**src/rtl/edge_list_encoder.sv**
```systemverilog
// edge_list_encoder
//   Serializes a stream of directed graph edges into an ASCII adjacency list
//   ("src: dst dst ...\n"), one byte per handshake. An empty line ("\n" at the
//   start of a line) marks end-of-file. The output stream can be fed straight
//   back into input_decoder to reproduce the same edges.
//
// Ports
//   clk, rst_n              clock (rising edge), asynchronous active-low reset
//   edge_valid/edge_ready   edge handshake; edge_last closes the source's line
//   src_node, dst_node      node IDs, char 0 in the low 5 bits, code 0 = 'a'
//   eof_valid/eof_ready     end-of-file handshake, only accepted with no line open
//   byte_valid/byte_ready   output byte handshake, byte_data is registered
//   encoding_done           one-cycle pulse after the EOF byte is accepted
//   encoding_error          sticky: bad char code or source change mid-line
module edge_list_encoder #(
    parameter int NODE_CHARS    = 3,
    parameter int NODE_BIN_BITS = 5,
    parameter int NODE_WIDTH    = NODE_CHARS * NODE_BIN_BITS
) (
    input  logic                  clk,
    input  logic                  rst_n,
    input  logic                  edge_valid,
    output logic                  edge_ready,
    input  logic                  edge_last,
    input  logic [NODE_WIDTH-1:0] src_node,
    input  logic [NODE_WIDTH-1:0] dst_node,
    input  logic                  eof_valid,
    output logic                  eof_ready,
    output logic                  byte_valid,
    input  logic                  byte_ready,
    output logic [7:0]            byte_data,
    output logic                  encoding_done,
    output logic                  encoding_error
);

    typedef enum logic [3:0] {
        S_IDLE,
        S_OPEN,
        S_SRC,
        S_COLON,
        S_SPACE,
        S_DST,
        S_LF,
        S_EOF,
        S_DONE
    } state_t;

    localparam logic [1:0] LAST_IDX = 2'(NODE_CHARS - 1);
    localparam logic [7:0] CH_COLON = 8'h3A;
    localparam logic [7:0] CH_SPACE = 8'h20;
    localparam logic [7:0] CH_LF    = 8'h0A;
    localparam logic [7:0] CH_A     = 8'h61;

    state_t                  state_q, state_d;
    logic [1:0]              idx_q, idx_d;
    logic [NODE_WIDTH-1:0]   src_q, src_d;
    logic [NODE_WIDTH-1:0]   dst_q, dst_d;
    logic                    last_q, last_d;
    logic                    bvalid_q, bvalid_d;
    logic [7:0]              bdata_q, bdata_d;
    logic                    done_q, done_d;
    logic                    err_q, err_d;

    logic                    hs;
    logic                    load_char;
    logic [NODE_BIN_BITS-1:0] code;
    logic [1:0]              idx_inc;

    function automatic logic [NODE_BIN_BITS-1:0] char_of(
        input logic [NODE_WIDTH-1:0] node,
        input logic [1:0]            idx
    );
        case (idx)
            2'd0:    return node[NODE_BIN_BITS-1:0];
            2'd1:    return node[2*NODE_BIN_BITS-1:NODE_BIN_BITS];
            default: return node[3*NODE_BIN_BITS-1:2*NODE_BIN_BITS];
        endcase
    endfunction

    assign edge_ready     = (state_q == S_IDLE) || (state_q == S_OPEN);
    assign eof_ready      = (state_q == S_IDLE);
    assign byte_valid     = bvalid_q;
    assign byte_data      = bdata_q;
    assign encoding_done  = done_q;
    assign encoding_error = err_q;

    assign hs      = bvalid_q && byte_ready;
    assign idx_inc = idx_q + 2'd1;

    // byte_data_q always holds the byte belonging to the current state; a
    // handshake loads the byte of the following state in the same cycle, so
    // bytes stream back-to-back while byte_ready is held.
    always_comb begin
        state_d   = state_q;
        idx_d     = idx_q;
        src_d     = src_q;
        dst_d     = dst_q;
        last_d    = last_q;
        bvalid_d  = bvalid_q;
        bdata_d   = bdata_q;
        done_d    = 1'b0;
        err_d     = err_q;
        load_char = 1'b0;
        code      = '0;

        unique case (state_q)
            S_IDLE: begin
                // an edge takes priority over a simultaneous EOF request
                if (edge_valid) begin
                    src_d     = src_node;
                    dst_d     = dst_node;
                    last_d    = edge_last;
                    idx_d     = 2'd0;
                    state_d   = S_SRC;
                    bvalid_d  = 1'b1;
                    load_char = 1'b1;
                    code      = char_of(src_node, 2'd0);
                end else if (eof_valid) begin
                    state_d  = S_EOF;
                    bvalid_d = 1'b1;
                    bdata_d  = CH_LF;
                end
            end
            S_OPEN: begin
                // the line keeps its original source; a different source is
                // flagged but not re-emitted
                if (edge_valid) begin
                    if (src_node != src_q) begin
                        err_d = 1'b1;
                    end
                    dst_d    = dst_node;
                    last_d   = edge_last;
                    state_d  = S_SPACE;
                    bvalid_d = 1'b1;
                    bdata_d  = CH_SPACE;
                end
            end
            S_SRC: begin
                if (hs) begin
                    if (idx_q == LAST_IDX) begin
                        state_d = S_COLON;
                        bdata_d = CH_COLON;
                    end else begin
                        idx_d     = idx_inc;
                        load_char = 1'b1;
                        code      = char_of(src_q, idx_inc);
                    end
                end
            end
            S_COLON: begin
                if (hs) begin
                    state_d = S_SPACE;
                    bdata_d = CH_SPACE;
                end
            end
            S_SPACE: begin
                if (hs) begin
                    state_d   = S_DST;
                    idx_d     = 2'd0;
                    load_char = 1'b1;
                    code      = char_of(dst_q, 2'd0);
                end
            end
            S_DST: begin
                if (hs) begin
                    if (idx_q == LAST_IDX) begin
                        if (last_q) begin
                            state_d = S_LF;
                            bdata_d = CH_LF;
                        end else begin
                            state_d  = S_OPEN;
                            bvalid_d = 1'b0;
                        end
                    end else begin
                        idx_d     = idx_inc;
                        load_char = 1'b1;
                        code      = char_of(dst_q, idx_inc);
                    end
                end
            end
            S_LF: begin
                if (hs) begin
                    state_d  = S_IDLE;
                    bvalid_d = 1'b0;
                end
            end
            S_EOF: begin
                if (hs) begin
                    state_d  = S_DONE;
                    bvalid_d = 1'b0;
                    done_d   = 1'b1;
                end
            end
            S_DONE: begin
                bvalid_d = 1'b0;
            end
            default: begin
                state_d  = S_IDLE;
                bvalid_d = 1'b0;
            end
        endcase

        // codes 26..31 still go out (as 0x7B..0x80) but mark the stream bad
        if (load_char) begin
            bdata_d = CH_A + {3'b000, code};
            if (code > 5'd25) begin
                err_d = 1'b1;
            end
        end
    end

    always_ff @(posedge clk or negedge rst_n) begin
        if (!rst_n) begin
            state_q  <= S_IDLE;
            idx_q    <= '0;
            src_q    <= '0;
            dst_q    <= '0;
            last_q   <= 1'b0;
            bvalid_q <= 1'b0;
            bdata_q  <= '0;
            done_q   <= 1'b0;
            err_q    <= 1'b0;
        end else begin
            state_q  <= state_d;
            idx_q    <= idx_d;
            src_q    <= src_d;
            dst_q    <= dst_d;
            last_q   <= last_d;
            bvalid_q <= bvalid_d;
            bdata_q  <= bdata_d;
            done_q   <= done_d;
            err_q    <= err_d;
        end
    end

endmodule

```
**config.mk**
```make
export PLATFORM = sky130hd
export DESIGN_NAME = edge_list_encoder
export DESIGN_NICKNAME = d
export VERILOG_FILES = /design/src/rtl/edge_list_encoder.sv
export SDC_FILE = /design/constraint.sdc
export NUM_CORES = 1
export LEC_CHECK = 0
export ABC_AREA = 1
export BUFFER_PORTS_ARGS = -buffer_cell sky130_fd_sc_hd__buf_2
export CAP_MARGIN = 20
export CORE_MARGIN = 10
export CORE_UTILIZATION = 50
export DETAILED_ROUTE_END_ITERATION = 16
export PLACE_DENSITY = 0.79
export SLEW_MARGIN = 20
export SYNTH_ARGS = -nofsm -noshare
export SYNTH_HDL_FRONTEND = slang
export SYNTH_SLANG_ARGS = --single-unit
```
**constraint.sdc**
```tcl
create_clock -name clk -period 2.6 [get_ports clk]
set_input_delay 0.65 -clock clk [delete_from_list [all_inputs] [get_ports clk]]
set_output_delay 0.65 -clock clk [all_outputs]
set_load 0.005 [all_outputs]
```
After elaboration in Yosys (flattened, before gate mapping)
Cells that the tools add are included.
{ "word_totals": {"reg_bits": 48, "input_bits": 36, "out_inout_bits": 13, "elab_cells": 122} }
{ "classes": {"add_sub_neg": 2, "n_lt_le_gt_ge": 1, "eq_ne": 35, "muxes": 57, "bitwise_logic": 2, "n_reduce_logical": 16} }
{ "ops": {"columns": ["operator", "n"], "rows": [
  ["$mux 8", 10],
  ["$mux 4", 11],
  ["$pmux 8 s5", 1],
  ["$pmux 4 s9", 1],
  ["$mux 5", 6],
  ["$ne 2x2->1 const B", 12],
  ["$ne 3x3->1 const B", 8],
  ["$pmux 5 s2", 2],
  ["$pmux 5 s4", 1],
  ["$mux 1", 17],
  ["$eq 4x3->1 const B", 4],
  ["$ne 15x15->1", 1],
  ["$reduce_and 11->1", 1],
  ["$reduce_and 10->1", 1],
  ["$add 7x5->8 const A", 1],
  ["$eq 4x2->1 const B", 2],
  ["$mux 2", 4],
  ["$reduce_and 7->1", 1],
  ["$ne 3x2->1 const B", 2],
  ["$pmux 2 s3", 1],
  ["$reduce_bool 6->1", 1],
  ["$reduce_or 2->1", 3],
  ["$gt 5x5->1 const B", 1],
  ["$pmux 1 s5", 1],
  ["other kinds (17)", 20]
]} }

Longest topological paths before layout
Gate-level depths: netlist (run 1).
{ "logic_depth": {"depth_word": 9, "depth_mapped": 15, "depth_no_buf": 14} }

Least setup slack after synthesis (run 1)
Ideal clock, no wire load.
{ "synth_path": {"kind": "reg-to-reg", "from": "register idx_q[0]", "to": "register bdata_q[2], in the netlist byte_data[2]", "setup_ns": 0.095, "t_arrival_ns": 1.874, "slack_ns": 0.630, "path_stages_with_launch": 14, "n_path_buf": 1, "period_less_slack_ns": 1.970, "path_cell_list": "dfrtp_1 inv_1 ha_1 inv_1 buf_2 nand3_1 nand3_1 nand2_1 nand2_1 nand2_2 ha_1 nand2_1 inv_2 o31ai_1"} }
{ "synth_between": {"elab_chain_cells": 8} }
{ "synth_lines": {"columns": ["item", "line_no", "source"], "rows": [
  ["start, declared", "55", "logic [1:0] idx_q, idx_d;"],
  ["start signal, assigned", "225", "idx_q <= idx_d;"],
  ["$add 2x1->2", "88", "assign idx_inc = idx_q + 2'd1;"],
  ["$eq 2x1->1 / $logic_not 2->1 (equally long branches)", "73", "case (idx)"],
  ["$pmux 5 s2", "73", null],
  ["$mux 5, on equally long branches", "166, 140", null],
  ["$mux 5, on equally long branches", "165, 139", null],
  ["$pmux 5 s4", "106", "unique case (state_q)"],
  ["$add 7x5->8", "205", "bdata_d = CH_A + {3'b000, code};"],
  ["$mux 8", "204", "if (load_char) begin"],
  ["end signal, assigned", "230", "bdata_q <= bdata_d;"],
  ["end, declared", "60", "logic [7:0] bdata_q, bdata_d;"]
]} }
Parallel ways exist; a longest one is shown, timed or not.
A chain may end at the register's enable or synchronous reset.

Worst setup path after layout (run 1)
{ "layout_path": {"from": "register idx_q[1]", "to": "register bdata_q[2], in the netlist byte_data[2]"} }
The elaborated chain is that of the path after synthesis.

==> results of run 1 <==
-- stage by stage --
| stage | setup slack [ps] | cell area (um^2) |
|---|---|---|
| finish | 279 | 3230 |
| detailed placement | 346 | 3120 |
| floorplan | 630 | 2810 |
| global placement | 422 | 3120 |
| CTS | 302 | 3230 |
| global route | 23.6 | 3230 |
-- worst max-delay path, delay by kind of cell (launching register included) --
family          cells  cell delay [ps]
buf+inv             3              330
compound gates      1              230
simple gates        6              720
fa+ha+maj           2              540
flops               1              390
-- final cells by class --
| class | instances | area (um^2) |
|---|---|---|
| clock inverters | 2 | 35.0 |
| multi-input cells | 276 | 1480 |
| flip-flops and latches | 48 | 1200 |
| well taps | 72 | 90.1 |
| fillers | 520 | 2240 |
| repair buffers | 51 | 263 |
| clock buffers | 6 | 72.6 |
| inverters | 25 | 93.8 |
-- metal layers --
layer  track usage, %  vias up  share of wire (%)
met3             3.25       11                6.0
li1                 -     1256                  -
met1             20.0     1177                 43
met4             6.73        0                2.0
met2             28.9       80                 49
met5                0        -                  0
-- cell usage after synthesis (all sizes together), types with 5 or more instances --
| library cell | instances | share of area [%] |
|---|---|---|
| or2 | 7 | 1.6 |
| a21oi | 5 | 0.89 |
| o21ai | 17 | 3.0 |
| ha | 5 | 2.2 |
| nor2 | 35 | 5.5 |
| nand3 | 30 | 5.9 |
| nand2 | 126 | 17 |
| mux2 | 15 | 6.0 |
| dfrtp | 48 | 43 |
| inv | 25 | 3.3 |
| xnor2 | 14 | 4.4 |
-- state kept, by name (all words and copies together), names as in the netlist --
name	flops
dst_q	15
src_q	15
byte_data	8
state_q	4
idx_q	2
byte_valid	1
encoding_done	1
encoding_error	1
last_q	1
-- layout by cell type, fill, tap and decap left out, drive strengths merged --
master	n
a21oi	5
buf	51
bufinv	1
clkbuf	6
clkinv	1
dfrtp	48
ha	5
inv	25
mux2	15
nand2	126
nand3	30
nand3b	2
nand4	4
nor2	35
nor3	4
o2111ai	1
o211ai	2
o21ai	17
o21bai	2
o22ai	1
o31ai	4
o41ai	1
or2	7
xnor2	14
xor2	1
-- power by group through the flow --
stage          sequential (mW)  combinational (mW)  clock [mW]
3_3_place_gp              1.38                1.91           0
5_1_grt                   1.43                2.23       0.576
2_1_floorplan             1.31                1.47           0
3_5_place_dp              1.39                1.95           0
4_1_cts                   1.38                1.97       0.548
6_report                  1.38                1.96       0.534
-- worst paths after layout --
path | slack [ps] | to | startpoint
max | 280 | byte_data[2] | idx_q[1]
min | 400 | state_q[2] | rst_n
max reg2reg | 280 | byte_data[2] | idx_q[1]
min reg2reg | 500 | byte_data[6] | byte_data[6]
max in group asynchronous | 1500 | src_q[12] | rst_n
min in group clk | 500 | byte_data[6] | byte_data[6]
-- cells by family after synthesis --
kind of cell | after synthesis | share of synthesized area [%]
and+or+nand+nor | 208 | 32.7
AOI/OAI and AO/OA | 33 | 6.91
buffers and inverters | 33 | 4.68
adders and majority gates | 5 | 2.23
xor gates and xnor gates | 15 | 4.68
DFF | 48 | 42.8
muxes | 15 | 6.02
==> reports/qor.txt, run 1 <==
vias in the first global route: 2620
Max VDD drop: 0.000488 V
Final setup viols: 0
Lkg Pwr: 1.65 nW
PwrDens: 1200 mW/mm^2
Switching Fraction: 44.2%
I/O pins: 49
WL final: 7180 um
Layout area overhead: 15.1%
Max Cap Violations: 0
total CTS buffers: 5
starting density of the core: 51.3%
die span in x: 94.9 um
Clock power frac: 13.8%
drc violations: 0
status: complete, no violations
Warnings, synthesis: 0
postcts setup bufs: 0
final slew viol count: 0
Int Pwr: 2.16 mW
placed wire-length estimate: 5630 um
vias per inst: 5.26
WS Path Type: reg -> reg
final core utilization: 59.0%
CP Cell Sequence: inv_1, ha_1, inv_1, or2_2, nand3_1, nand2_1, nand2_1, nand2_2, ha_1, nand2_1, inv_2, o31ai_1
H-tree Lvls: 2
root buf cell: clkbuf_8
Cell Count Post-Placement: 472
antenna violations before repair: 0
final RePlAce weighted congestion: 0.964
combinational power share: 50.6%
Finished Layout Cells: 480
Post-synth EDFFs: 0
Worst Tran Pin Value: 744 ps
Crit path required time: 2800 ps
P_sw: 1.72 mW
CP most frequent cell: nand2_1
Tcrit/Tclk final: 89.3%
DRT Pass-1 Iters: 4
wire per inst: 15.0 um
clock skew: 11.3 ps
clock-pin slew on the worst setup and hold paths: 90 ps
First DRT Iteration DRCs: 116
GRT Resource Usage Total: 16.8%
grt ovf: 0
CTS Hold Bufs: 0
Routed Antenna Nets: 0
post-synthesis sequential area ratio: 42.8%
synthesized flop and latch total: 48
Rel. slew slack: 50.4%
share of cells above drive strength 1: 24.8%
Crit path largest cell delay: 390 ps
CTS sink count: 48
CTS tree: yes
global-route wire length before repair: 12200 um
Die ar.: 0.00901 mm^2
Antenna Diode Count: 0
Max FO, Critical Path: 18
Die Ht: 94.9 um
hold slack: 397 ps
Post-Synthesis Cells: 357
RSZ-0062 raised after global routing: false
synthesized area: 0.00281 mm^2
setup TNS: 0 ps
core area: 0.00547 mm^2
reg2reg path depth: 12
Post-Syn Nets: 398
Port Buffers: 48
total design power: 3.88 mW
Rows: 27
worst-skew pair later-pin latency: 310 ps
Reg power frac: 35.6%
Final Critical Period: 2320 ps
largest net degree at the start of global routing: 34
Min-Delay Path Class: in -> async
Critical-path top delay cell: dfrtp_1
Max Clk Rate: 0.431 GHz
Final #Nets: 448
routed via count: 2524
Final Hold Fails: 0
top_reg_cell synth: dfrtp_1
crit end category: flop
Post-CTS Resized: 0
Synth cell types: 32
Async SR Flop Fraction: 100%
Synth Area per Inst: 7.86 um^2
Critical Path Source Type: flop
Critical Path AT: 2520 ps
Clock Path Buffers: 2
No activity file was read; power rests on OpenSTA's default activity.
==> run 2, diff against run 1 <==
- GPL_ROUTABILITY_DRIVEN: unset -> 0
- PLACE_DENSITY: 0.79 -> 0.75
- clock period: 2.6 -> 2.1 ns (I/O delays scaled with it)
==> run 2 against run 1 <==
Compared with the run above:
- combinational power is 36% higher
- first-iteration DRC count rose by 38%
- critical endpoint is now byte_data[4]
- cell area grew 4.7%
- critical path depth rose by 2
- fmax grew 14%
- register-to-register slack worse by 210 ps
- global-route usage barely moved
- clock power rose by 27%
==> reports/qor.txt, run 2 (synthesized netlist as in run 1, its figures left out) <==
CTS sink count: 48 (unchanged)
Crit path largest cell delay: 370 ps (-20 ps)
Die ar.: 0.00901 mm^2 (unchanged)
Die Ht: 94.9 um (unchanged)
Critical Path Source Type: flop
Max FO, Critical Path: 3 (-15)
total design power: 5.07 mW (+31%)
WS Path Type: reg -> reg
largest net degree at the start of global routing: 30 (-12%)
H-tree Lvls: 2 (unchanged)
Worst Tran Pin Value: 481 ps (-264 ps)
Critical-path top delay cell: dfrtp_1
Cell Count Post-Placement: 481 (+1.9%)
core area: 0.00547 mm^2 (unchanged)
Tcrit/Tclk final: 96.7% (+7.4 points)
Final setup viols: 0 (unchanged)
worst-skew pair later-pin latency: 310 ps (about the same)
die span in x: 94.9 um (unchanged)
First DRT Iteration DRCs: 160 (+38%)
Final #Nets: 459 (+2.5%)
setup TNS: 0 ps (unchanged)
GRT Resource Usage Total: 16.8% (about the same)
global-route wire length before repair: 12200 um (about the same)
placed wire-length estimate: 5600 um (-0.55%)
PwrDens: 1500 mW/mm^2 (+25%)
most common cell after layout, fill and taps aside: nand2_1
clock skew: 10.1 ps (-1.17 ps)
Routed Antenna Nets: 0 (unchanged)
share of cells above drive strength 1: 30.1% (+5.3 points)
crit end category: flop
Final Hold Fails: 0 (unchanged)
highest-count cells in the layout ignoring fill and taps: nand2_1 (118), dfrtp_1 (48), buf_2 (48), nor2_1 (26), nand3_1 (25)
final core utilization: 61.8% (+2.8 points)
setup slack after layout: 69.7 ps (-210 ps)
dpl ws: -28.7 ps (-374 ps)
CP delay by family, top: simple AND/OR/NAND/NOR gates
Lkg Pwr: 1.71 nW (+3.4%)
Clock Path Buffers: 2 (unchanged)
starting density of the core: 51.3% (unchanged)
I/O pins: 49 (unchanged)
Antenna Diode Count: 0 (unchanged)
Port Buffers: 48 (unchanged)
CP Cell Sequence: inv_1, buf_4, ha_1, inv_2, nand3_2, nor2_2, nand2_1, nand3_2, ha_2, nand2_2, inv_2, nand3_1, nand2_1, nand3_1
DRT Pass-1 Iters: 4 (unchanged)
final slew viol count: 0 (unchanged)
status: complete, no violations
Finished Layout Cells: 491 (+2.3%)
Min-Delay Path Class: in -> async
grt ovf: 0 (unchanged)
Crit path required time: 2300 ps (-500 ps)
routed via count: 2547 (+0.91%)
Critical Path AT: 2230 ps (-290 ps)
vias per inst: 5.19 (-1.3%)
Rel. slew slack: 67.9% (+18 points)
Layout area overhead: 20.5%
Rows: 27 (unchanged)
clock-pin slew on the worst setup and hold paths: 100 ps (about the same)
Worst path depth: 14 (+2)
antenna violations before repair: 0 (unchanged)
Cell Area, Placed: 0.00320 mm^2 (+2.6%)
reg2reg path depth: 14 (+2)
Max Cap Violations: 0 (unchanged)
CTS tree: yes
hold slack: 159 ps (-239 ps)
root buf cell: clkbuf_8
WL final: 7350 um (+2.3%)
vias in the first global route: 2690 (+2.7%)
Max Clk Rate: 0.493 GHz (+14%)
Final Critical Period: 2030 ps (-290 ps)
wire per inst: 15.0 um (about the same)
drc violations: 0 (unchanged)
total CTS buffers: 5 (unchanged)
buffers and inverters on the worst path: 4 (+1)
Max VDD drop: 0.000694 V (+42%)
fin area: 0.00338 mm^2 (+4.7%)
[run 2: worst paths after layout]
path                           endpoint  slack (ps)         start
setup / recovery           byte_data[4]          70      idx_q[0]
hold / removal               state_q[2]         160         rst_n
setup reg to reg           byte_data[4]          70      idx_q[0]
hold reg to reg            byte_data[6]         490  byte_data[6]
max in group asynchronous      dst_q[7]        1420         rst_n
min in group clk              src_q[12]         450  src_node[12]
[run 2: power breakdown]
part	internal, mW	total, mW	switching (mW)
Combinational	1.14	2.67	1.53
Clock	0.353	0.677	0.324
Sequential	1.36	1.73	0.373
Total	2.84	5.07	2.23
[run 2: metal layers]
metal | global-route usage, % | up-vias | wire length (um)
met3 | 4.60 | 11 | 490
met2 | 28.7 | 93 | 3620
met5 | 0 | - | 0
li1 | - | 1279 | -
met4 | 4.86 | 0 | 111
met1 | 20.1 | 1164 | 3120
[run 2: cell type report]
| class | count | area [um^2] |
|---|---|---|
| well taps | 72 | 90.1 |
| fillers | 515 | 2090 |
| clock buffers | 5 | 68.8 |
| multi-input cells | 276 | 1530 |
| repair buffers | 62 | 358 |
| flip-flops and latches | 48 | 1200 |
| inverters | 25 | 96.3 |
| clock inverters | 3 | 42.5 |
[run 2: what timing repair did]
item                                    4_1_cts  5_1_grt
endpoints found under the setup margin        3        7
hold buffers                                  0        0
gates resized for setup                       1       16
pin swaps                                     0        3
setup buffers                                 0        2
==> run 3, diff against run 2 <==
- CORE_MARGIN: 10 -> 2
- GPL_TIMING_DRIVEN: unset -> 0
==> run 3 against run 2 <==
Compared with the run above:
- first-iteration DRC count is 10% lower
- non-clock buffer count is 2 lower
- flip-flop and latch count stayed put
- largest power group unchanged
- core utilization is 0.53 points lower
- power is 3.0% lower
- global-route usage is 5.1 points higher
- fmax is 0.93% higher
- register-to-register slack better by 20 ps
- cell count is 0.41% lower
- via count is 0.82% higher
- highest routed layer unchanged
- sequential share of layout area is 0.30 points higher
==> reports/qor.txt, run 3 (synthesized netlist as in run 1, its figures left out) <==
GRT Resource Usage Total: 21.9% (+5.1 points)
wire per inst: 13.3 um (-11%)
final slew viol count: 0 (unchanged)
I/O pins: 49 (unchanged)
antenna violations before repair: 0 (unchanged)
Tcrit/Tclk final: 95.8% (-0.89 points)
GRT busiest layer: met2
Max Cap Violations: 0 (unchanged)
Lkg Pwr: 1.69 nW (-0.93%)
clock-pin slew on the worst setup and hold paths: 90 ps (about the same)
fin area: 0.00335 mm^2 (-0.85%)
GR Util met1: 30.5% (+10 points)
Max FO, Critical Path: 9 (+6)
most common cell after layout, fill and taps aside: nand2_1
CP most frequent cell: nand2_2
Final setup viols: 0 (unchanged)
Rel. slew slack: 60.7% (-7.2 points)
die span in x: 78.9 um (-17%)
starting density of the core: 51.3% (unchanged)
Final #Nets: 457 (-0.44%)
CTS tree: yes
R2R setup slack: 90 ps (+20 ps)
CTS sink count: 48 (unchanged)
clock skew: 6.90 ps (-3.23 ps)
Port Buffers: 47 (-2.1%)
Critical Path AT: 2220 ps (about the same)
setup TNS: 0 ps (unchanged)
core area: 0.00547 mm^2 (unchanged)
Antenna Diode Count: 0 (unchanged)
total CTS buffers: 5 (unchanged)
Final Critical Period: 2010 ps (-18.6 ps)
Crit path largest cell delay: 390 ps (+20 ps)
total design power: 4.92 mW (-3.0%)
global-route wire length before repair: 10800 um (-12%)
share of cells above drive strength 1: 30.5% (+0.38 points)
PwrDens: 1470 mW/mm^2 (-2.1%)
Cell Area, Placed: 0.00313 mm^2 (-2.2%)
Critical Path Source Type: flop
root buf cell: clkbuf_8
final core utilization: 61.3% (-0.53 points)
status: complete, no violations
Final Hold Fails: 0 (unchanged)
grt ovf: 0 (unchanged)
WL final: 6530 um (-11%)
Layout area overhead: 19.4%
GR Layer Usage met2: 36.0% (+7.3 points)
highest-count cells in the layout ignoring fill and taps: nand2_1 (116), buf_2 (48), dfrtp_1 (48), nor2_1 (27), nand3_1 (23)
H-tree Lvls: 2 (unchanged)
Min-Delay Path Class: in -> async
Critical-path top delay cell: dfrtp_1
Max Clk Rate: 0.497 GHz (+0.93%)
First DRT Iteration DRCs: 144 (-10%)
crit end category: flop
Worst Tran Pin Value: 589 ps (+108 ps)
GR Util met3: 3.18% (-1.4 points)
Clock Path Buffers: 2 (unchanged)
largest net degree at the start of global routing: 49 (+63%)
worst-skew pair later-pin latency: 290 ps (-20 ps)
Rows: 27 (unchanged)
Die Ht: 78.9 um (-17%)
CTS Hold Bufs: 0 (unchanged)
CP Cell Sequence: inv_2, ha_4, inv_4, or2_2, nand3_1, nand2_2, nand2_2, nand2_4, buf_4, ha_1, o22ai_1
Die ar.: 0.00623 mm^2 (-31%)
WS Path Type: reg -> reg
placed wire-length estimate: 4880 um (-13%)
dpl ws: -172 ps (-143 ps)
DRT Pass-1 Iters: 4 (unchanged)
drc violations: 0 (unchanged)
routed via count: 2568 (+0.82%)
vias in the first global route: 2306 (-14%)
setup slack after layout: 88.4 ps (+18.6 ps)
vias per inst: 5.25 (+1.2%)
Max VDD drop: 0.000742 V (+7.0%)
Crit path required time: 2310 ps (about the same)
Routed Antenna Nets: 0 (unchanged)
-- run 3: cell types whose count changed in the layout (fill, tap and decap cells not counted), sizes merged --
cell / change
bufinv: -1
buf: -4
clkinvlp: -1
clkbuf: +3
clkinv: +1
-- run 3: critical path: cells and delay by family (launching register included) --
kind	cells	cell delay (ps)
compound gates	1	160
fa+ha+maj	2	560
buf+inv	3	270
flops	1	390
simple gates	5	540
-- run 3: area by class of cell --
cell class                      count  area, um^2
Timing Repair Buffer               54         290
Buffer                              6        36.3
Clock inverter                      2        10.0
Clock buffer                        6        82.6
Sequential cell                    48        1200
Multi-Input combinational cell    276        1550
Tap cell                           72        90.1
Inverter                           25        96.3
Fill cell                         505        2120
-- run 3: metal layers --
| layer | up-vias | part of all wire (%) |
|---|---|---|
| met4 | 0 | 2.4 |
| met1 | 1188 | 45 |
| li1 | 1277 | - |
| met5 | - | 0 |
| met2 | 85 | 48 |
| met3 | 18 | 5.1 |
-- run 3: timing repair --
action,CTS,global route
endpoints found under the setup margin,8,7
endpoints found under the hold margin,0,0
setup buffers,1,6
gates resized for setup,4,20
pin swaps,0,8
-- run 3: power breakdown --
group	internal (mW)	total, mW	switching (mW)
logic	1.13	2.67	1.54
clock network	0.263	0.560	0.297
registers	1.36	1.70	0.342
-- run 3: worst paths after layout --
check,start,end,cells after the start
min in group clk,src_node[12],src_q[12],3
hold / removal,rst_n,state_q[0],1
max in group asynchronous,rst_n,dst_q[6],1
setup / recovery,idx_q[1],byte_data[1],11
hold reg to reg,encoding_error,encoding_error,2
setup reg to reg,idx_q[1],byte_data[1],11
-- run 3: metrics by stage --
stage | std cells | hold slack, ps
final | 489 | 228
after global routing | 489 | 276
after CTS | 483 | 443
after detailed placement | 476 | 462
after global placement | 476 | 459
after floorplan | 357 | 229
